[src/rtl/lock_code_checker_timer.sv]
// cycle_timer: loadable down-counter used for both the entry timeout and
// the lockout duration.
//   clock     : rising-edge clock
//   reset     : asynchronous active-low reset, clears the count
//   load      : reload the counter with loadValue this cycle
//   loadValue : number of cycles until expiry
//   expired   : high during the last counted cycle, so an owner acting on
//               it at the next edge acts exactly loadValue cycles after
//               the loading edge
module cycle_timer #(
  parameter int WIDTH = 8
) (
  input  logic             clock,
  input  logic             reset,
  input  logic             load,
  input  logic [WIDTH-1:0] loadValue,
  output logic             expired
);

  logic [WIDTH-1:0] count;

  // Counting stops at zero so an idle timer never expires again.
  always_ff @(posedge clock or negedge reset) begin
    if (!reset) begin
      count <= '0;
    end else if (load) begin
      count <= loadValue;
    end else if (count != '0) begin
      count <= count - WIDTH'(1);
    end
  end

  assign expired = (count == WIDTH'(1));

endmodule

[config.mk]
export PLATFORM = sky130hd
export DESIGN_NAME = cycle_timer
export DESIGN_NICKNAME = d
export VERILOG_FILES = /design/src/rtl/lock_code_checker_timer.sv
export SDC_FILE = /design/constraint.sdc
export NUM_CORES = 1
export LEC_CHECK = 0
export BUFFER_PORTS_ARGS = -buffer_cell sky130_fd_sc_hd__buf_2
export CAP_MARGIN = 15
export CORE_AREA = 2 2 39 41
export DETAILED_ROUTE_END_ITERATION = 7
export DIE_AREA = 0 0 41 43
export SYNTH_ARGS = -nofsm -noshare
export SYNTH_HDL_FRONTEND = slang
export SYNTH_SLANG_ARGS = --single-unit
[constraint.sdc]
create_clock -name clock -period 2 [get_ports clock]
set_clock_uncertainty 0.1 [all_clocks]
set_input_delay 0.1 -clock clock [delete_from_list [all_inputs] [get_ports clock]]
set_output_delay 0.1 -clock clock [all_outputs]
set_load 0.01 [all_outputs]
==> impl_metrics.env <==
export IMPL_start_util=0.3906
export IMPL_violations="hold timing"
export IMPL_synth_compound_area_frac=0.2130
export IMPL_arrival_ns=1.90
export IMPL_crit_path_start_kind="flop"
export IMPL_top_register="count"
export IMPL_synth_top_area_frac=0.3704
export IMPL_wire_per_inst_microns=11.77
export IMPL_ys_seq_elements=8
export IMPL_syn_avg_cell_area_sq_um=8.861
export IMPL_drc_errors=0
export IMPL_async_reset_ff_frac=1.000
export IMPL_synth_area_sq_um=540.5
export IMPL_hold_path_startpoint="loadValue[5]"
export IMPL_finish_utilization=0.5027
export IMPL_ff2ff_setup_slack_ns=0.20
export IMPL_clk_pin_slew_ns=0.06
export IMPL_setup_ws_ns=0.2046
export IMPL_yosys_area_top_type="dfrtp_1"
export IMPL_postRouteAntennaNets=0
export IMPL_synthesis_nets=75
export IMPL_synth_cell_types=26
export IMPL_die_w_microns=41
export IMPL_grt_max_degree=18
export IMPL_antenna_found_initial=0
export IMPL_final_nets=95
export IMPL_run_status="finished, violations left"
export IMPL_largest_register_ffs=8
export IMPL_syn_instance_count=61
export IMPL_grt_pass1_wl_microns=1966
export IMPL_vias=500
export IMPL_viasPerCell=5.263
export IMPL_reg2reg_depth=5
export IMPL_rsz0062_at_grt="no"
export IMPL_antenna_cells=0
export IMPL_synthTopCellsByCount="dfrtp_1 (8), inv_1 (5), nand2_1 (4), nor2_1 (4), o31ai_1 (4)"
export IMPL_holdWs_ns=-0.002208
export IMPL_hold_viol_final=1
export IMPL_num_rows=14
export IMPL_cp_end_kind="flop"
export IMPL_first_pass_iters=2
export IMPL_path_max_fanout=6
export IMPL_clkSinkCount=8
export IMPL_peakVddDrop_uv=343.6
export IMPL_synth_adder_area_share=0.06944
export IMPL_final_fill_count=138
export IMPL_r2r_start="count[0]"
export IMPL_power_density_nw_per_um2=658.6
export IMPL_yosysWarningCount=0
export IMPL_p_leak_nw=0.3062
export IMPL_cts_tree="built"
export IMPL_post_route_min_period_ns=1.795
export IMPL_hp_class="in -> reg"
export IMPL_numCtsBuffers=3
export IMPL_synth_seq_area_share=0.3704
export IMPL_totalWireLength_microns=1118
export IMPL_cts_root_buf="clkbuf_4"
export IMPL_setup_violations_final=0
export IMPL_synth_area_top_cells="dfrtp_1 (37%), ha_1 (6.9%), o31ai_1 (5.6%), inv_1 (3.5%), a221oi_1 (3.2%)"
export IMPL_postPlaceCellArea_sq_um=593.1
export IMPL_drive_gt1_frac=0.1899
export IMPL_portBuffers=11
export IMPL_gp_congestion=0.7952
export IMPL_synth_most_common_cell="dfrtp_1"
export IMPL_first_global_vias=474
export IMPL_finalCritPeriodShare=0.8977
export IMPL_finalPower_mw=0.4582
export IMPL_dpl_hpwl_microns=813.9
export IMPL_path_class="reg -> reg"
export IMPL_ys_flop_type="dfrtp_1"
export IMPL_synth_mux_area_fraction=0
export IMPL_die_area_sq_um=1763
export IMPL_syn2layout_area_growth_pct=28.70
export IMPL_reg2reg_to="count[1]"
export IMPL_ctsHtreeMaxLevel=1
export IMPL_grtUsageTotal=0.1668
export IMPL_dp_slack_ns=0.2166
export IMPL_clk_latency_ns=0.26
export IMPL_holdPathStages=3
export IMPL_required_ns=2.10
export IMPL_post_cts_resized=0
export IMPL_synth_edff_count=0
export IMPL_synthSimpleGateAreaFrac=0.2384
export IMPL_min_to="count[5]"
export IMPL_top_regs="count: 8 flops"
export IMPL_dieHeight_microns=43
export IMPL_max_freq_mhz=557.0
export IMPL_worstMarginPinSlew_ns=0.5034
export IMPL_cts_buffer_depth=2
export IMPL_gr_total_overflow=0
export IMPL_slew_headroom=0.6596
export IMPL_tns_ns=0
export IMPL_synth_top_family_by_area="simple AND/OR/NAND/NOR gates"
export IMPL_core_area_sq_um=1384
export IMPL_design_area_sq_um=695.7
export IMPL_drt_initial_drc_count=4
export IMPL_drv_slew=0
export IMPL_pin_count=12
export IMPL_synth_xor_area_share=0.03241
export IMPL_drv_cap=0
[per-stage QoR]
stage / std cells / hold WS [ns]
global route: 95 / 0.007922
floorplan: 61 / -0.2956
global placement: 84 / -0.1385
CTS: 95 / 0.006136
finish: 95 / -0.002208
detailed placement: 84 / -0.1419
[how the worst max path moves through the flow]
stage	from	to	slack (ns)	depth (start not counted)
2_1_floorplan	count[2]	count[7]	0.31	4
3_3_place_gp	count[0]	count[1]	0.21	5
3_5_place_dp	count[0]	count[7]	0.22	3
4_1_cts	count[0]	count[7]	0.21	3
5_1_grt	count[0]	count[0]	0.02	5
6_report	count[0]	count[1]	0.20	5
[final cells by class]
| class | instances | area [sq um] | area share |
|---|---|---|---|
| multi-input cells | 44 | 299.0 | 0.4299 |
| inverters | 5 | 18.77 | 0.02698 |
| well taps | 16 | 20.02 | 0.02878 |
| clock buffers | 3 | 22.52 | 0.03237 |
| flip-flops and latches | 8 | 200.2 | 0.2878 |
| repair buffers | 19 | 135.1 | 0.1942 |
[cells by family (layout without fill, tap and decap cells)]
kind of cell               Yosys count  count (layout)
and+or+nand+nor                     22              22
AOI/OAI and AO/OA                   17              17
buffers and inverters                9              27
DFF                                  8               8
adders and majority gates            3               3
xor gates and xnor gates             2               2
[critical path, cell delays in order, from the launching register on]
cell,delay [ns]
dfrtp_1,0.44
inv_1,0.13
ha_1,0.20
or4b_1,0.51
o21ai_0,0.21
a22o_1,0.15
[metal layers]
metal / wire, microns / vias to the layer above / track usage
li1: - / 261 / -
met1: 539 / 223 / 0.2237
met2: 487 / 11 / 0.2281
met3: 53 / 5 / 0.03141
met4: 37 / 0 / 0.1200
met5: 0 / - / 0
[where the power goes]
group | internal (mW) | switching [mW]
Sequential | 0.183 | 0.0313
Clock | 0.0690 | 0.0601
Combinational | 0.0597 | 0.0549
[cells in the final DEF, fill, tap and decap left out, types with 4 or more instances in the layout]
| cell | count |
|---|---|
| buf_2 | 11 |
| dfrtp_1 | 8 |
| dlygate4sd3_1 | 8 |
| inv_1 | 5 |
| o31ai_1 | 4 |
| nor2_1 | 4 |
| nand2_1 | 4 |
[timing repair]
action                    CTS  global route
setup buffers               0             0
hold buffers                8             0
hold endpoints to repair   15             0
Note: power is estimated with default switching activity, not from simulation.
